File: config.mk
export PLATFORM = sky130hd
export DESIGN_NAME = mul_repadd_unit
export DESIGN_NICKNAME = d
export VERILOG_FILES = /design/src/rtl/mul_repadd_pkg.sv /design/src/rtl/mul_repadd_cntr.sv /design/src/rtl/mul_repadd_unit.sv
export SDC_FILE = /design/constraint.sdc
export NUM_CORES = 1
export LEC_CHECK = 0
export CAP_MARGIN = 0
export CORE_MARGIN = 5
export CORE_UTILIZATION = 35
export DETAILED_ROUTE_END_ITERATION = 8
export PLACE_DENSITY_LB_ADDON = 0.12
export SLEW_MARGIN = 20
export SYNTH_ARGS = -nofsm -noshare
export SYNTH_HDL_FRONTEND = slang
export SYNTH_HIERARCHICAL = 1
export SYNTH_SLANG_ARGS = --single-unit
export TNS_END_PERCENT = 5
File: constraint.sdc
create_clock -name clk -period 2.8 [get_ports clk]
set_clock_uncertainty 0.05 [all_clocks]
set_input_delay 0.56 -clock clk [delete_from_list [all_inputs] [get_ports clk]]
set_output_delay 0.56 -clock clk [all_outputs]
set_load 0.05 [all_outputs]
File: src/rtl/mul_repadd_pkg.sv
// -----------------------------------------------------------------------------
// mul_repadd_pkg
// Shared definitions for the repeated-addition multiplier:
//   - mul_state_e : controller state encoding (IDLE / ADD / DONE)
//   - MUL_REPADD_DEFAULT_WIDTH : default operand width
// -----------------------------------------------------------------------------
package mul_repadd_pkg;

    localparam int unsigned MUL_REPADD_DEFAULT_WIDTH = 16;

    // Two bits are enough for three states; the spare code is treated as
    // IDLE by the controller so a corrupted state register recovers.
    typedef enum logic [1:0] {
        ST_IDLE = 2'd0,
        ST_ADD  = 2'd1,
        ST_DONE = 2'd2
    } mul_state_e;

endpackage : mul_repadd_pkg

File: src/rtl/mul_repadd_cntr.sv
// -----------------------------------------------------------------------------
// mul_repadd_cntr
// WIDTH-bit loadable down-counter holding the remaining number of additions.
// A registered zero flag tracks "count == 0" so the controller can decide on
// the same edge whether another addition is needed, without a wide compare
// in its decision path.
//
// Ports:
//   clk_i      rising-edge clock
//   rst_i      synchronous active-high reset (count 0, zero flag set)
//   load_i     load load_val_i (wins over dec_i)
//   load_val_i value to load
//   dec_i      decrement by one; ignored when the count is already zero
//   zero_o     registered flag, high exactly when the count is zero
// -----------------------------------------------------------------------------
module mul_repadd_cntr
    import mul_repadd_pkg::*;
#(
    parameter int unsigned WIDTH = MUL_REPADD_DEFAULT_WIDTH
) (
    input  logic             clk_i,
    input  logic             rst_i,
    input  logic             load_i,
    input  logic [WIDTH-1:0] load_val_i,
    input  logic             dec_i,
    output logic             zero_o
);

    localparam logic [WIDTH-1:0] CNT_ZERO = {WIDTH{1'b0}};
    localparam logic [WIDTH-1:0] CNT_ONE  = {{(WIDTH-1){1'b0}}, 1'b1};

    logic [WIDTH-1:0] count_q;
    logic [WIDTH-1:0] count_d;
    logic             zero_q;
    logic             zero_d;

    // Next-state for count and zero flag: load has priority over decrement.
    always_comb begin
        count_d = count_q;
        zero_d  = zero_q;
        if (load_i) begin
            count_d = load_val_i;
            zero_d  = (load_val_i == CNT_ZERO);
        end else if (dec_i && (count_q != CNT_ZERO)) begin
            // The zero test guards the decrement so the counter never wraps.
            count_d = count_q - CNT_ONE;
            zero_d  = (count_q == CNT_ONE);
        end else begin
            count_d = count_q;
            zero_d  = zero_q;
        end
    end

    // Counter and zero-flag registers.
    always_ff @(posedge clk_i) begin
        if (rst_i) begin
            count_q <= CNT_ZERO;
            zero_q  <= 1'b1;
        end else begin
            count_q <= count_d;
            zero_q  <= zero_d;
        end
    end

    assign zero_o = zero_q;

endmodule : mul_repadd_cntr

File: src/rtl/mul_repadd_unit.sv
// -----------------------------------------------------------------------------
// mul_repadd_unit
// Unsigned multiplier by repeated addition with a start/done handshake.
// A host loads operands with a one-cycle start while the unit is idle, then
// polls busy or waits for the done pulse. The accumulator is 2*WIDTH bits so
// the full product is always representable.
//
// Ports:
//   clk      rising-edge clock
//   rst      synchronous active-high reset
//   start    operation request, sampled only while idle
//   a_in     multiplicand (unsigned, WIDTH bits)
//   b_in     multiplier   (unsigned, WIDTH bits)
//   busy     high whenever the controller is not idle
//   done     one-cycle pulse when product is valid
//   product  2*WIDTH-bit result; holds until the next accepted start
//   cycles   number of add cycles used by the last operation
//
// Build option:
//   MUL_REPADD_SWAP_EN  when defined, the larger operand is used as the addend
//                       and the smaller as the iteration count, so the run
//                       time is min(a_in, b_in) adds. The product is the same.
// -----------------------------------------------------------------------------
module mul_repadd_unit
    import mul_repadd_pkg::*;
#(
    parameter int unsigned WIDTH = MUL_REPADD_DEFAULT_WIDTH
) (
    input  logic               clk,
    input  logic               rst,
    input  logic               start,
    input  logic [WIDTH-1:0]   a_in,
    input  logic [WIDTH-1:0]   b_in,
    output logic               busy,
    output logic               done,
    output logic [2*WIDTH-1:0] product,
    output logic [WIDTH:0]     cycles
);

    localparam logic [2*WIDTH-1:0] P_ZERO   = {(2*WIDTH){1'b0}};
    localparam logic [WIDTH:0]     CYC_ZERO = {(WIDTH+1){1'b0}};
    localparam logic [WIDTH:0]     CYC_ONE  = {{WIDTH{1'b0}}, 1'b1};
    localparam logic [WIDTH-1:0]   A_ZERO   = {WIDTH{1'b0}};

    mul_state_e         state_q;
    mul_state_e         state_d;
    logic [WIDTH-1:0]   a_q;
    logic [2*WIDTH-1:0] p_q;
    logic [WIDTH:0]     cycles_q;
    logic               busy_q;
    logic               done_q;

    logic               accept_s;
    logic               add_s;
    logic               cnt_zero_s;
    logic [WIDTH-1:0]   load_a_s;
    logic [WIDTH-1:0]   load_c_s;

`ifdef MUL_REPADD_SWAP_EN
    // Operand steering: larger value becomes the addend, smaller the count;
    // on a tie a_in stays the addend.
    always_comb begin
        if (a_in >= b_in) begin
            load_a_s = a_in;
            load_c_s = b_in;
        end else begin
            load_a_s = b_in;
            load_c_s = a_in;
        end
    end
`else
    assign load_a_s = a_in;
    assign load_c_s = b_in;
`endif

    // Controller next-state and datapath strobes.
    always_comb begin
        state_d  = state_q;
        accept_s = 1'b0;
        add_s    = 1'b0;
        case (state_q)
            ST_IDLE: begin
                if (start) begin
                    accept_s = 1'b1;
                    state_d  = ST_ADD;
                end else begin
                    state_d  = ST_IDLE;
                end
            end
            ST_ADD: begin
                // Zero flag reflects the count after the previous edge, so
                // exactly N adds happen before leaving this state.
                if (cnt_zero_s) begin
                    state_d = ST_DONE;
                end else begin
                    add_s   = 1'b1;
                    state_d = ST_ADD;
                end
            end
            ST_DONE: begin
                state_d = ST_IDLE;
            end
            default: begin
                state_d = ST_IDLE;
            end
        endcase
    end

    mul_repadd_cntr #(
        .WIDTH (WIDTH)
    ) u_cntr (
        .clk_i      (clk),
        .rst_i      (rst),
        .load_i     (accept_s),
        .load_val_i (load_c_s),
        .dec_i      (add_s),
        .zero_o     (cnt_zero_s)
    );

    // State, flags, addend, accumulator and cycle counter registers.
    always_ff @(posedge clk) begin
        if (rst) begin
            state_q  <= ST_IDLE;
            busy_q   <= 1'b0;
            done_q   <= 1'b0;
            a_q      <= A_ZERO;
            p_q      <= P_ZERO;
            cycles_q <= CYC_ZERO;
        end else begin
            state_q <= state_d;
            // Flags are derived from the next state so they line up with it.
            busy_q  <= (state_d != ST_IDLE);
            done_q  <= (state_d == ST_DONE);
            if (accept_s) begin
                a_q      <= load_a_s;
                p_q      <= P_ZERO;
                cycles_q <= CYC_ZERO;
            end else if (add_s) begin
                a_q      <= a_q;
                p_q      <= p_q + {{WIDTH{1'b0}}, a_q};
                cycles_q <= cycles_q + CYC_ONE;
            end else begin
                a_q      <= a_q;
                p_q      <= p_q;
                cycles_q <= cycles_q;
            end
        end
    end

    assign busy    = busy_q;
    assign done    = done_q;
    assign product = p_q;
    assign cycles  = cycles_q;

endmodule : mul_repadd_unit
==> out/results.tsv, run 1 <==
stage	metric	value	unit
global_route	grt_pass1_vias	4119	
synthesis	ys_warn_count	6	
layout	fin_nets	700	
timing	fin_crit_sh	94.8	%
timing	min_period	2660	ps
layout	layoutNonFillerInstCount	822	
global_route	grt_max_degree	37	
placed_design	dpl_worst_slack	157	ps
floorplan	die_h	124	um
clocking	cts_root_buffer	clkbuf_16	
synthesis	synth_area_per_cell	8.20	um^2
floorplan	dieArea	0.0155	mm^2
synthesis	async_flop_share	0	%
layout	syn_to_final_growth	30.1	%
drt	drtAntennaViolNets	0	
timing	hold_viol_final	0	
clocking	clkTransAtPathRegs	60	ps
clocking	cts_inserted_buffers	9	
drt	wirelength	12.4	mm
timing	slew_viol_final	0	
synthesis	ys_types	68	
status	outcome	completed	
clocking	clockBufferDepth	2	
synthesis	synth_top_cell_area_share	37.5	%
synthesis	synthCells	559	
floorplan	die_w	124	um
floorplan	io_pins	86	
floorplan	rows	41	
drt	wl_per_cell	15.0	um
global_route	grt_first_pass_wirelength	20.6	mm
critical_path	crit_type	flip-flop to flip-flop	
power_and_ir_drop	power_density	491	mW/mm^2
placed_design	hpwl	9.03	mm
placed_design	io_buffers	85	
drt	drt_iter0_drc	207	
synthesis	syn-num-nets	614	
drt	drc	0	
timing	rsz0062_at_grt	true	
critical_path	cp-end-kind	flip-flop	
clocking	clock_sinks	86	
layout	antenna_cells	0	
synthesis	ys_seq_elements	86	
timing	slew_headroom	60.9	%
global_route	grt_overflow	0	
clocking	ctsHoldBuffers	0	
clocking	ctsHtreeMaxLevel	3	
timing	worstMarginPinSlew	587	ps
global_route	grtUsageTotal	15.9	%
power_and_ir_drop	vdd_drop_max	0.000289	V
timing	setup_slack	145	ps
clocking	tritoncts	done	
min_path	hp-class	flip-flop to flip-flop	
critical_path	cp-start-kind	flip-flop	
synthesis	synth_ff_type	dfxtp_1	
synthesis	yosysTopAreaCell	dfxtp_1	
critical_path	crit_arrival	2840	ps
drt	via_per_inst	5.29	
timing	fmax	377	MHz
global_route	antenna_found_initial	0	
floorplan	design.core.area	0.0127	mm^2
critical_path	path_max_fanout	4	
placed_design	gp_congestion	0.838	
drt	drtPass1Iterations	5	
placed_design	placedCellCount	806	
power_and_ir_drop	p_leak	0.00216	uW
clocking	clock_latency	350	ps
layout	drive_above_1_share	7.08	%
synthesis	synth_edf_count	0	
timing	setup_viol	0	
floorplan	initial_core_util	36.0	%
drt	vias	4350	
synthesis	ys_seq_area_share	37.5	%
job	cap_viol_max_count	0	
synthesis	synth_area	0.00459	mm^2
critical_path	crit_required	2980	ps
synthesis	ys_top_cells_by_area	dfxtp_1 (38%), nand2_1 (7.4%), a21oi_1 (5.2%), ha_1 (5.2%), nor2_1 (4.6%)	
[flip-flops by register name, summed over array words and instances (netlist names)]
register        flops
product            32
u_cntr/count_q     16
done                1
a_q                16
u_cntr/zero_o       1
busy                1
state_q             2
cycles             17
[metal layers]
layer | global-route usage [%] | vias up | wire [um]
met3 | 4.89 | 11 | 539
li1 | - | 2206 | -
met5 | 0 | - | 0
met4 | 4.26 | 0 | 144
met1 | 20.3 | 2059 | 5800
met2 | 26.1 | 74 | 5880
[cells in the final DEF, fill, tap and decap left out, types with 7 or more instances in the layout]
| cell | instances |
|---|---|
| a2111oi_0 | 7 |
| ha_1 | 19 |
| nand4_1 | 9 |
| and3_1 | 9 |
| clkdlybuf4s50_1 | 85 |
| nand2_1 | 90 |
| nor3_1 | 11 |
| buf_4 | 14 |
| inv_1 | 8 |
| dfxtp_1 | 86 |
| nand3_1 | 18 |
| xnor2_1 | 17 |
| nor2_1 | 56 |
| o21ai_0 | 22 |
| or3_1 | 9 |
| xor2_1 | 16 |
| a21oi_1 | 48 |
| or4_1 | 7 |
| clkbuf_16 | 9 |
[critical path, stage by stage, from the launching register on]
cell and delay, ps:
dfxtp_1 320, ha_1 230, fa_1 420, a21o_1 220, a221oi_1 230, buf_4 170
o21ai_0 160, a31oi_1 390, nor3b_1 120, xnor2_1 160, nor2_1 50
[area by class of cell]
cell class                      instances  area (um^2)
Clock buffer                           11          243
Clock inverter                          5         58.8
Fill cell                            1300         6760
Inverter                               11         41.3
Multi-Input combinational cell        437         2710
Sequential cell                        86         1720
Tap cell                              172          215
Timing Repair Buffer                  100          976
[Yosys cell counts (7+ instances only)]
cell type,instances
o21ai_0,22
and3_1,9
nand4_1,9
xor2_1,16
inv_1,8
xnor2_1,17
a2111oi_0,7
nand2_1,90
dfxtp_1,86
a21oi_1,48
or3_1,9
clkbuf_1,19
ha_1,19
nor3_1,11
nand3_1,18
or4_1,7
nor2_1,56
[cells by family after synthesis]
group	after synthesis	synth area share, %
and+or+nand+nor	243	26.0
AOI/OAI and AO/OA	141	21.2
DFF	86	37.5
buffers and inverters	36	3.33
xor gates and xnor gates	33	6.30
adders and majority gates	20	5.62
[where the power goes]
part	total, uW	switching [uW]	internal, uW
clock network	1210	499	716
registers	1310	44.1	1270
logic	403	237	166
total	2930	780	2150
[path summary, 6_finish.rpt]
kind | startpoint | end | slack, ps | cells past startpoint
setup / recovery | product[0] | product[24] | 140 | 10
hold / removal | a_q[0] | a_q[0] | 410 | 2
setup reg to reg | product[0] | product[24] | 140 | 10
hold reg to reg | a_q[0] | a_q[0] | 410 | 2
[what timing repair did]
| item | in CTS | in global routing |
|---|---|---|
| setup buffers | 0 | 0 |
| endpoints found under the setup margin | 0 | 4 |
| resized for setup | 0 | 0 |
| endpoints found under the hold margin | 0 | 0 |
[per-stage QoR]
step / TNS (ps) / util (%) / area (um^2) / hold WS (ps) / total power, uW
after global routing: -97.3 / 46.9 / 5970 / 424 / 3070
after floorplan: 0 / - / 4590 / 387 / 1580
after detailed placement: 0 / 44.5 / 5670 / 404 / 1740
final: 0 / 46.9 / 5970 / 412 / 2930
after CTS: 0 / 46.9 / 5970 / 413 / 2980
after global placement: 0 / 44.5 / 5670 / 401 / 1740
No activity file was read; power rests on OpenSTA's default activity.
==> run 2: changes to the inputs <==
==> constraint.sdc (replaced) <==
create_clock -name clk -period 3.27 [get_ports clk]
set_clock_uncertainty 0.05 [all_clocks]
set_input_delay 0.654 -clock clk [delete_from_list [all_inputs] [get_ports clk]]
set_output_delay 0.654 -clock clk [all_outputs]
set_load 0.05 [all_outputs]
==> run 2 against run 1 <==
Effect of this change: sequential power down 14%; non-clock buffer count is 3 lower; critical path type unchanged; via count about the same; final area is 0.59% lower; combinational power shrank 16%; count of clock-buffer cells in the layout is the same.
==> out/results.tsv, run 2 (synthesis results as in run 1) <==
stage	metric	value	unit
drt	wirelength	12.4	mm
timing	slew_headroom	42.4	%
power_and_ir_drop	vdd_drop_max	0.000218	V
drt	wl_per_cell	15.2	um
clocking	cts_root_buffer	clkbuf_16	
clocking	clockBufferDepth	2	
clocking	cts_setup_buffers	0	
placed_design	hpwl	9.16	mm
floorplan	rows	41	
global_route	grt_first_pass_wirelength	20.9	mm
critical_path	crit_path_start	product[0]	
timing	rsz0062_at_grt	false	
layout	final_common_cell	nand2_1	
placed_design	io_buffers	85	
clocking	tritoncts	done	
timing	setup_viol	0	
clocking	clkTransAtPathRegs	70	ps
drt	drtPass1Iterations	4	
power_and_ir_drop	p_int	1840	uW
power_and_ir_drop	p_sw	678	uW
layout	syn_to_final_growth	29.4	%
global_route	antenna_found_initial	0	
timing	hold_viol_final	0	
layout	fin_util	46.6	%
global_route	grt_overflow	0	
global_route	grt_pass1_vias	4204	
placed_design	dpl_worst_slack	601	ps
status	outcome	completed	
floorplan	design.core.area	0.0127	mm^2
drt	drtAntennaViolNets	0	
job	cap_viol_max_count	0	
min_path	whs_endpoint	a_q[3]	
drt	vias	4349	
drt	drt_iter0_drc	173	
min_path	min_path_cells	2	
critical_path	path_max_fanout	5	
placed_design	gp_congestion	0.832	
power_and_ir_drop	p_comb_share	13.4	%
min_path	worstHoldStart	a_q[3]	
timing	whs	407	ps
critical_path	timing.rr.start	product[0]	
clocking	clock_sinks	86	
critical_path	cp-start-kind	flip-flop	
power_and_ir_drop	p_leak	0.00214	uW
floorplan	dieArea	0.0155	mm^2
drt	via_per_inst	5.31	
timing	fin_setup_tns	0	ps
floorplan	io_pins	86	
clocking	ctsHtreeMaxLevel	3	
timing	fin_crit_sh	82.4	%
layout	fin_nets	697	
critical_path	cp-end-kind	flip-flop	
critical_path	reg2reg_depth	10	
global_route	grt_max_degree	36	
timing	min_period	2690	ps
global_route	grtUsageTotal	16.0	%
layout	antenna_cells	0	
layout	largest_reg_flops	32	
critical_path	reg2reg_slack	580	ps
timing	setup_slack	575	ps
critical_path	crit_arrival	2880	ps
layout	drive_above_1_share	6.65	%
timing	fmax	371	MHz
layout	layout_common_cells	nand2_1 (90), dfxtp_1 (86), clkdlybuf4s50_1 (85)	
timing	slew_viol_final	0	
floorplan	initial_core_util	36.0	%
clocking	cts_resized	0	
power_and_ir_drop	power_density	424	mW/mm^2
floorplan	die_h	124	um
timing	worstMarginPinSlew	842	ps
clocking	cts_inserted_buffers	9	
critical_path	crit_type	flip-flop to flip-flop	
drt	drc	0	
power_and_ir_drop	seqPwrFrac	44.8	%
floorplan	die_w	124	um
critical_path	crit_required	3450	ps
critical_path	r2r-end	product[26]	
clocking	clock_latency	350	ps
min_path	hp-class	flip-flop to flip-flop	
power_and_ir_drop	power_switching_share	27.0	%
power_and_ir_drop	clockPowerShare	41.8	%
clocking	ctsHoldBuffers	0	
-- run 2: through the flow --
stage | power [uW] | area (um^2) | std cells
6_report | 2510 | 5930 | 819
5_1_grt | 2630 | 5930 | 819
4_1_cts | 2540 | 5930 | 819
3_5_place_dp | 1490 | 5630 | 803
3_3_place_gp | 1480 | 5630 | 803
2_1_floorplan | 1360 | 4590 | 559
-- run 2: power groups by stage --
stage	combinational [uW]	clock (uW)	sequential, uW
floorplan	203	0	1150
global placement	333	0	1150
detailed placement	338	0	1150
CTS	340	1080	1120
global route	373	1120	1130
finish	338	1050	1130
-- run 2: critical path, stage by stage (launching register included) --
cell and delay, ps:
dfxtp_1 330, ha_1 220, fa_1 420, a21o_1 220, a221oi_1 250, buf_4 180
o21ai_0 160, a21oi_1 410, nor3_1 130, xnor2_1 160, nor2_1 50
-- run 2: how the worst max path moves through the flow --
stage | slack (ps) | cells past startpoint | to
global route | 370 | 10 | product[16]
detailed placement | 600 | 10 | product[30]
global placement | 630 | 10 | product[26]
finish | 580 | 10 | product[26]
floorplan | 380 | 10 | u_cntr/count_q[15]
CTS | 560 | 10 | product[26]
-- run 2: cell type report --
type	count	area, um^2
Fill cell	1328	6790
Multi-Input combinational cell	437	2710
Sequential cell	86	1720
Timing Repair Buffer	97	941
Clock buffer	11	243
Tap cell	172	215
Clock inverter	5	58.8
Inverter	11	41.3
-- run 2: routing by layer --
metal / share of wire, % / track usage (%)
met4: 1.6 / 4.32
met3: 5.0 / 5.06
met2: 46 / 26.0
met5: 0 / 0
met1: 48 / 20.6
